===== config.mk =====
export PLATFORM = sky130hd
export DESIGN_NAME = piggy_top
export DESIGN_NICKNAME = d
export VERILOG_FILES = /design/src/rtl/piggy_pkg.sv /design/src/rtl/piggy_debounce.sv /design/src/rtl/piggy_top.sv
export SDC_FILE = /design/constraint.sdc
export NUM_CORES = 1
export LEC_CHECK = 0
export ABC_AREA = 1
export CAP_MARGIN = 30
export CORE_AREA = 5 5 127 219
export DETAILED_ROUTE_END_ITERATION = 10
export DIE_AREA = 0 0 132 224
export DONT_BUFFER_PORTS = 1
export PLACE_DENSITY = 0.46
export SLEW_MARGIN = 20
export SYNTH_ARGS = -nofsm -noshare
export SYNTH_HDL_FRONTEND = slang
export SYNTH_HIERARCHICAL = 1
export SYNTH_SLANG_ARGS = --single-unit
export TNS_END_PERCENT = 20

===== constraint.sdc =====
create_clock -name clk -period 3.1 [get_ports clk]
set_clock_uncertainty 0.1 [all_clocks]
set_input_delay 0.62 -clock clk [delete_from_list [all_inputs] [get_ports clk]]
set_output_delay 0.62 -clock clk [all_outputs]
set_load 0.02 [all_outputs]

===== src/rtl/piggy_pkg.sv =====
// Shared constants and types for the coin piggy bank.
// Coin values, button pin map and UART FSM states.
package piggy_pkg;

  localparam int TOTAL_W = 16;

  localparam logic [TOTAL_W-1:0] COIN_10 = 16'd10;
  localparam logic [TOTAL_W-1:0] COIN_5  = 16'd5;
  localparam logic [TOTAL_W-1:0] COIN_2  = 16'd2;
  localparam logic [TOTAL_W-1:0] COIN_1  = 16'd1;

  localparam int BIT_10   = 6;
  localparam int BIT_5    = 2;
  localparam int BIT_2    = 3;
  localparam int BIT_1    = 4;
  localparam int BIT_SEND = 5;

  typedef enum logic [2:0] {
    IDLE,
    START,
    DATA,
    STOP,
    NEXT
  } uart_state_t;

endpackage


===== src/rtl/piggy_debounce.sv =====
// Button conditioning: 2-flop synchronizer, debounce counter,
// debounced level and a one-cycle pulse on its rising edge.
module piggy_debounce #(
  parameter int DEBOUNCE_CYCLES = 400000
) (
  input  logic clk,
  input  logic rst_n,
  input  logic btn,
  output logic rise
);

  localparam int CW = $clog2(DEBOUNCE_CYCLES + 1);
  localparam logic [CW-1:0] LAST = CW'(DEBOUNCE_CYCLES - 1);

  logic [1:0]    sync;
  logic [CW-1:0] cnt;
  logic          level;

  always_ff @(posedge clk) begin
    if (!rst_n) begin
      sync  <= '0;
      cnt   <= '0;
      level <= 1'b0;
      rise  <= 1'b0;
    end else begin
      sync <= {sync[0], btn};
      rise <= 1'b0;
      if (sync[1] == level) begin
        cnt <= '0;
      end else if (cnt == LAST) begin
        cnt   <= '0;
        level <= sync[1];
        rise  <= sync[1];
      end else begin
        cnt <= cnt + 1'b1;
      end
    end
  end

endmodule


===== src/rtl/piggy_top.sv =====
// Coin piggy bank: debounced coin buttons feed a saturating total,
// a send button streams the total out as two UART 8N1 bytes.
module piggy_top
  import piggy_pkg::*;
#(
  parameter int DEBOUNCE_CYCLES = 400000,
  parameter int CLKS_PER_BIT    = 868
) (
  input  logic       clk,
  input  logic       rst_n,
  input  logic       ena,
  input  logic [7:0] ui_in,
  output logic [7:0] uo_out,
  input  logic [7:0] uio_in,
  output logic [7:0] uio_out,
  output logic [7:0] uio_oe
);

  localparam int CCW = $clog2(CLKS_PER_BIT + 1);

  logic p10, p5, p2, p1, send_ev;

  piggy_debounce #(.DEBOUNCE_CYCLES(DEBOUNCE_CYCLES)) u_db10 (
    .clk(clk), .rst_n(rst_n), .btn(ui_in[BIT_10]), .rise(p10));
  piggy_debounce #(.DEBOUNCE_CYCLES(DEBOUNCE_CYCLES)) u_db5 (
    .clk(clk), .rst_n(rst_n), .btn(ui_in[BIT_5]), .rise(p5));
  piggy_debounce #(.DEBOUNCE_CYCLES(DEBOUNCE_CYCLES)) u_db2 (
    .clk(clk), .rst_n(rst_n), .btn(ui_in[BIT_2]), .rise(p2));
  piggy_debounce #(.DEBOUNCE_CYCLES(DEBOUNCE_CYCLES)) u_db1 (
    .clk(clk), .rst_n(rst_n), .btn(ui_in[BIT_1]), .rise(p1));
  piggy_debounce #(.DEBOUNCE_CYCLES(DEBOUNCE_CYCLES)) u_dbs (
    .clk(clk), .rst_n(rst_n), .btn(ui_in[BIT_SEND]), .rise(send_ev));

  logic [TOTAL_W-1:0] total;
  logic [TOTAL_W-1:0] add;
  logic [TOTAL_W:0]   sum;

  always_comb begin
    add = '0;
    if (p10) add = add + COIN_10;
    if (p5)  add = add + COIN_5;
    if (p2)  add = add + COIN_2;
    if (p1)  add = add + COIN_1;
    sum = {1'b0, total} + {1'b0, add};
  end

  always_ff @(posedge clk) begin
    if (!rst_n) total <= '0;
    else        total <= sum[TOTAL_W] ? '1 : sum[TOTAL_W-1:0];
  end

  uart_state_t        state, state_nx;
  logic [TOTAL_W-1:0] shadow;
  logic [CCW-1:0]     clk_cnt;
  logic [CCW-1:0]     bit_end;
  logic [2:0]         bit_idx;
  logic               byte_sel;
  logic               bit_done;
  logic [7:0]         cur_byte;
  logic               tx, busy;

  // First stop bit is one cycle short; NEXT supplies the missing cycle.
  assign bit_end  = (state == STOP && !byte_sel) ?
                    CCW'(CLKS_PER_BIT - 2) : CCW'(CLKS_PER_BIT - 1);
  assign bit_done = (clk_cnt == bit_end);
  assign cur_byte = byte_sel ? shadow[7:0] : shadow[15:8];

  always_ff @(posedge clk) begin
    if (!rst_n) state <= IDLE;
    else        state <= state_nx;
  end

  always_comb begin
    state_nx = state;
    unique case (state)
      IDLE:  if (send_ev) state_nx = START;
      START: if (bit_done) state_nx = DATA;
      DATA:  if (bit_done && bit_idx == 3'd7) state_nx = STOP;
      STOP:  if (bit_done) state_nx = byte_sel ? IDLE : NEXT;
      NEXT:  state_nx = START;
      default: state_nx = IDLE;
    endcase
  end

  always_ff @(posedge clk) begin
    if (!rst_n) begin
      shadow   <= '0;
      clk_cnt  <= '0;
      bit_idx  <= '0;
      byte_sel <= 1'b0;
    end else begin
      unique case (state)
        IDLE: begin
          clk_cnt  <= '0;
          bit_idx  <= '0;
          byte_sel <= 1'b0;
          if (send_ev) shadow <= total;
        end
        NEXT: begin
          clk_cnt  <= '0;
          byte_sel <= 1'b1;
        end
        default: begin
          clk_cnt <= bit_done ? '0 : clk_cnt + 1'b1;
          if (state == DATA && bit_done) bit_idx <= bit_idx + 1'b1;
        end
      endcase
    end
  end

  always_comb begin
    tx   = 1'b1;
    busy = (state != IDLE);
    unique case (state)
      START:   tx = 1'b0;
      DATA:    tx = cur_byte[bit_idx];
      default: tx = 1'b1;
    endcase
  end

  assign uo_out  = {total[5:0], busy, tx};
  assign uio_out = 8'h00;
  assign uio_oe  = 8'h00;

  logic unused;
  assign unused = &{1'b0, ena, uio_in, ui_in[7], ui_in[1:0]};

endmodule


Word-level counts from Yosys, hierarchy flattened --
Index checks and enable logic that the tools add are counted.
Storage, ports and cells: register bits after elaboration 164, word-level logic and storage cells 116, input bits 19
Cells by class: bitwise gates (word level) 12, $lt $le $gt $ge 1, mux-type cells 19, reductions and logical operators 27, add/sub/neg operators 11, equality and inequality tests 20
Operator list (count):
- adder 19 x 1 -> 19 bit, second input constant | 5
- equality test 19 bit, second input constant | 5
- 2-to-1 mux 16 bit | 4
- OR reduction 3 bit | 10
- 2-to-1 mux 3 bit | 6
- adder 16 x 16 -> 17 bit | 1
- adder 16 x 1 -> 16 bit, second input constant | 1
- adder 16 x 2 -> 16 bit, second input constant | 1
- adder 16 x 3 -> 16 bit, second input constant | 1
- case mux 3 bit (5 select lines) | 1
- AND reduction 2 bit | 7
- NOT 1 bit | 12
- adder 10 x 1 -> 10 bit, second input constant | 1
- equality test 10 bit | 1
- 2-to-1 mux 8 bit | 1
- equality test 3 x 2 -> 1 bit, second input constant | 2
- equality test 3 bit, second input constant | 2
- != test 2 bit, second input constant | 3
- case mux 3 bit (2 select lines) | 1
- equality test 1 bit | 5
- < comparator 3 x 4 -> 1 bit, second input constant | 1
- 2-to-1 mux 4 bit | 1
- case mux 1 bit (2 select lines) | 2
- AND reduction 4 bit | 1
- other kinds (11) | 15

Logic depth before layout (Yosys ltp) --
word-level depth 9, mapped depth 17

By module --
The synthesis kept the hierarchy.
Modules (own cells, without submodules):
- piggy_debounce | instances 5, area an instance 1153.6 sq um, seq. area each 460.4 sq um, cells each 164
- piggy_top | instances 1, area an instance 3060.4 sq um, seq. area each 980.9 sq um, cells each 433

Worst setup path before layout --
Ideal clock, no wire load.
path kind register -> register, from register u_db5.rise, to register total[11], path slack 483 ps, arrival time 2408 ps, setup time 109 ps, cell stages (with the launch flop) 16, data required time 2891 ps, period minus slack after synthesis 2617 ps, cell sequence dfxtp_1 -> inv_1 -> ha_1 -> o21ai_0 -> nand4_1 -> nor4_1 -> ha_1 -> a21oi_1 -> inv_1 -> nand3_1 -> nand2_2 -> nand2_4 -> buf_12 -> nand3_2 -> nand2_1 -> inv_1
Between the ends: longest elaborated chain between the ends 7
RTL lines:
- from (decl) | RTL line piggy_debounce.sv:9 | output logic rise
- from (signal assigned) | RTL line piggy_debounce.sv:33 | rise <= sync[1];
- 2-to-1 mux 16 bit (*) | RTL line piggy_top.sv:41 | if (p5) add = add + COIN_5;
- adder 16 x 2 -> 16 bit | RTL line piggy_top.sv:42 | if (p2) add = add + COIN_2;
- 2-to-1 mux 16 bit (*) | RTL line piggy_top.sv:42
- adder 16 x 1 -> 16 bit | RTL line piggy_top.sv:43 | if (p1) add = add + COIN_1;
- 2-to-1 mux 16 bit (*) | RTL line piggy_top.sv:43
- adder 16 x 16 -> 17 bit (*) | RTL line piggy_top.sv:44 | sum = {1'b0, total} + {1'b0, add};
- 2-to-1 mux 16 bit (*) | RTL line piggy_top.sv:49 | else total <= sum[TOTAL_W] ? '1 : sum[TOTAL_W-1:0];
- to (signal assigned) | RTL line piggy_top.sv:49
- to (decl) | RTL line piggy_top.sv:34 | logic [TOTAL_W-1:0] total;
Every way passes the cells marked *; elsewhere a longest branch is shown, timed or not. A chain may end at the register's enable or synchronous reset.

Worst setup path in the final report --
from register u_db10.rise, to register total[0]
Between the ends: longest elaborated chain between the ends 9
RTL lines:
- from (decl) | RTL line piggy_debounce.sv:9
- from (signal assigned) | RTL line piggy_debounce.sv:33
- 2-to-1 mux 4 bit (*) | RTL line piggy_top.sv:40 | if (p10) add = add + COIN_10;
- adder 16 x 3 -> 16 bit | RTL line piggy_top.sv:41
- 2-to-1 mux 16 bit (*) | RTL line piggy_top.sv:41
- adder 16 x 2 -> 16 bit | RTL line piggy_top.sv:42
- 2-to-1 mux 16 bit (*) | RTL line piggy_top.sv:42
- adder 16 x 1 -> 16 bit | RTL line piggy_top.sv:43
- 2-to-1 mux 16 bit (*) | RTL line piggy_top.sv:43
- adder 16 x 16 -> 17 bit (*) | RTL line piggy_top.sv:44
- 2-to-1 mux 16 bit (*) | RTL line piggy_top.sv:49
Marked as above.

==> flow_metrics.py <==
metrics = {
    "synthesis": {
        "ys_seq_area_share_pct": 37.19,
        "synth.most_common_cell": "nand2_1",
        "syn_area_mm2": 0.008828,
        "synth_cell_type_count": 40,
        "synth_area_leader_cell": "dfxtp_1",
        "synth-main-ff-cell": "dfxtp_1",
        "synth_top_area_share_pct": 37.19,
        "synth_common_cells": "nand2_1 (306), nor2_1 (168), dfxtp_1 (164)",
        "ys_seq_elements": 164,
        "synth_edf_count": 0,
        "synthArstFlopShare_pct": 0,
        "syn_inst": 1253,
        "avgSynthCellArea_um2": 7.046,
        "synth_area_leaders": "dfxtp_1 (37%), nand2_1 (13%), nor2_1 (7.1%)",
        "yosys_warnings": 6,
    },
    "placement": {
        "place_ws_ns": 0.3165,
        "port_buffers": 0,
        "gp_congestion": 0.7847,
        "hpwl_mm": 14.64,
    },
    "pwr": {
        "powerDensity_mw_per_mm2": 493.7,
        "vdd_drop_max_mv": 0.3802,
        "p_leak_nw": 3.224,
    },
    "sta": {
        "maxSlewViolCount": 0,
        "setup_tns_ns": 0,
        "timing.fmax_mhz": 363.3,
        "setup_ws_ns": 0.3477,
        "worst_pin_slew_ns": 0.5686,
        "rsz0062_at_grt": "no",
        "finalSetupViolations": 0,
        "holdWs_ns": 0.1807,
        "hold_viol_final": 0,
        "fin_crit_sh_pct": 88.78,
        "slew_headroom_pct": 62.04,
        "layout_min_cycle_time_ns": 2.752,
    },
    "die": {
        "dieArea_mm2": 0.02957,
        "ios": 43,
        "rows": 78,
        "core_mm2": 0.02586,
        "initial_core_util_pct": 34.14,
        "die_w_um": 132,
        "die_h_um": 224,
    },
    "layout": {
        "nFillCells": 2768,
        "diodes": 0,
        "ff_latch_area_mm2": 0.003283,
        "drive_above_1_share_pct": 11.95,
        "multi_input_area_mm2": 0.004683,
        "fin_nets": 1289,
        "syn_to_final_growth_pct": 8.050,
    },
    "cts": {
        "cts_root_buf": "clkbuf_16",
        "clk_pin_slew_ns": 0.06,
        "cts_tree": "yes",
        "cts_buffer_depth": 2,
        "cts-htree-levels": 4,
        "clock_latency_ns": 0.44,
        "cts_hold_buf": 0,
        "cts_buffers": 17,
        "cts_num_sinks": 164,
    },
    "run_status": {
        "status": "finished clean",
    },
    "worst_setup_path": {
        "cpMostUsedCell": "inv_1",
        "cp.required_ns": 3.37,
        "r2r_cells": 14,
        "rr_startpoint": "u_db10/rise$_SDFF_PP0_",
        "criticalPathCategory": "flip-flop to flip-flop",
        "cp-end-kind": "flip-flop",
        "start_kind": "flip-flop",
        "cp_cell_sequence": "xor2_1 > ha_1 > inv_1 > o21ai_0 > inv_1 > fa_1 > inv_1 > nand3_1 > nand3_2 > nand3_1 > nand2_2 > nand2_4 > buf_4 > a21oi_2",
        "critical_path.max_fanout": 13,
        "cpPeakStageDelay_ns": 0.45,
        "cp_data_arrival_time_ns": 3.02,
        "cp_slowest_cell": "fa_1",
        "startpoint": "u_db10/rise$_SDFF_PP0_",
    },
    "global_routing": {
        "grt_first_pass_wirelength_mm": 32.80,
        "track_usage_pct": 13.52,
        "antenna_found_initial": 0,
        "grt_pass1_vias": 7136,
        "overflow": 0,
        "grt_start_max_net_pins": 33,
    },
    "worst_hold_path": {
        "min_path_cells": 2,
        "hp-start": "ui_in[3]",
        "hp-class": "primary input to flip-flop",
    },
    "detailed_routing": {
        "ant_nets": 0,
        "wirelength_mm": 19.10,
        "drt_iter0_markers": 282,
        "dr.pass1.iters": 4,
        "vias": 7267,
        "wl_per_cell_um": 12.06,
        "via_per_inst": 4.588,
        "route.detailed.drc": 0,
    },
    "run": {
        "maxCapViolCount": 0,
    },
}
-- critical path, delay by kind of cell, from the launching register on --
kind	cells	cell delay, ns
compound gates	2	0.33
xor+xnor	1	0.27
fa+ha+maj	2	0.62
buf+inv	4	0.45
flops	1	0.40
simple gates	5	0.52
-- layout by cell type, fill, tap and decap left out, drive strengths merged --
cell,count
clkinvlp,3
nand3b,5
o211ai,4
nor3b,9
inv,150
buf,4
o21ai,22
clkinv,3
nor2,229
nand4,25
xnor2,20
nor3,28
a21oi,86
conb,16
xor2,22
or2,15
o21bai,1
clkbuf,23
nand3,84
dfxtp,164
mux2i,1
nor4,1
nand2,326
and2,1
fa,1
ha,17
o22ai,1
bufinv,2
o21a,1
-- cell families after synthesis --
logic type / share of synthesized area, %
AND/OR/NAND/NOR: 38.11
multiplexers: 0.1134
AO/OA/AOI/OAI: 7.299
flip-flops: 37.19
buffers and inverters: 10.44
adder cells (fa/ha/maj): 2.636
XOR/XNOR: 4.167
other: 0.04248
-- through the flow --
| step | power [mW] | cell area, µm² | util, % | instances |
|---|---|---|---|---|
| 3_5_place_dp | 2.645 | 8956 | 34.63 | 1553 |
| 6_report | 4.710 | 9539 | 36.88 | 1584 |
| 3_3_place_gp | 2.641 | 8956 | 34.63 | 1553 |
| 2_1_floorplan | 2.617 | 8885 | - | 1268 |
| 4_1_cts | 4.799 | 9535 | 36.87 | 1584 |
| 5_1_grt | 4.927 | 9539 | 36.88 | 1584 |
-- final timing paths --
check | endpoint | slack, ns
max | total[0]$_SDFF_PN0_ | 0.35
min | u_db2/sync[0]$_SDFF_PN0_ | 0.18
max reg2reg | total[0]$_SDFF_PN0_ | 0.35
min reg2reg | u_db10/sync[1]$_SDFF_PN0_ | 0.31
-- layer usage --
| layer | vias up | GRT usage, % | wire length (µm) |
|---|---|---|---|
| li1 | 3918 | - | - |
| met1 | 3248 | 13.41 | 7494 |
| met2 | 71 | 26.39 | 10630 |
| met3 | 30 | 2.809 | 463 |
| met4 | 0 | 6.177 | 512 |
| met5 | - | 0 | 0 |
-- cell type report --
type,count,share of cell area [%]
Inverter,150,5.902
Tap cell,320,4.197
Multi-Input combinational cell,915,49.09
Sequential cell,164,34.42
Clock inverter,8,1.062
Clock buffer,23,5.010
Timing Repair Buffer,4,0.3148
-- power breakdown --
part	switching, mW	internal [mW]	leakage (nW)	total [mW]
Combinational	0.288	0.110	1.63	0.398
Sequential	0.0549	2.14	1.32	2.19
Clock	0.874	1.24	0.275	2.12
Total	1.22	3.49	3.22	4.71
-- state kept, by name, summed over array words and instances, names as in the netlist, 2 cells and up --
| register | count |
|---|---|
| u_db1/cnt | 19 |
| u_db10/cnt | 19 |
| u_db2/cnt | 19 |
| u_db5/cnt | 19 |
| u_dbs/cnt | 19 |
| shadow | 16 |
| total | 16 |
| clk_cnt | 10 |
| bit_idx | 3 |
| state | 3 |
| u_db1/sync | 2 |
| u_db10/sync | 2 |
| u_db2/sync | 2 |
| u_db5/sync | 2 |
| u_dbs/sync | 2 |
-- repair_timing --
action	4_1_cts	5_1_grt
setup buffers	0	0
endpoints found under the setup margin	0	1
resized for setup	0	1
Note: power is estimated with default switching activity, not from simulation.
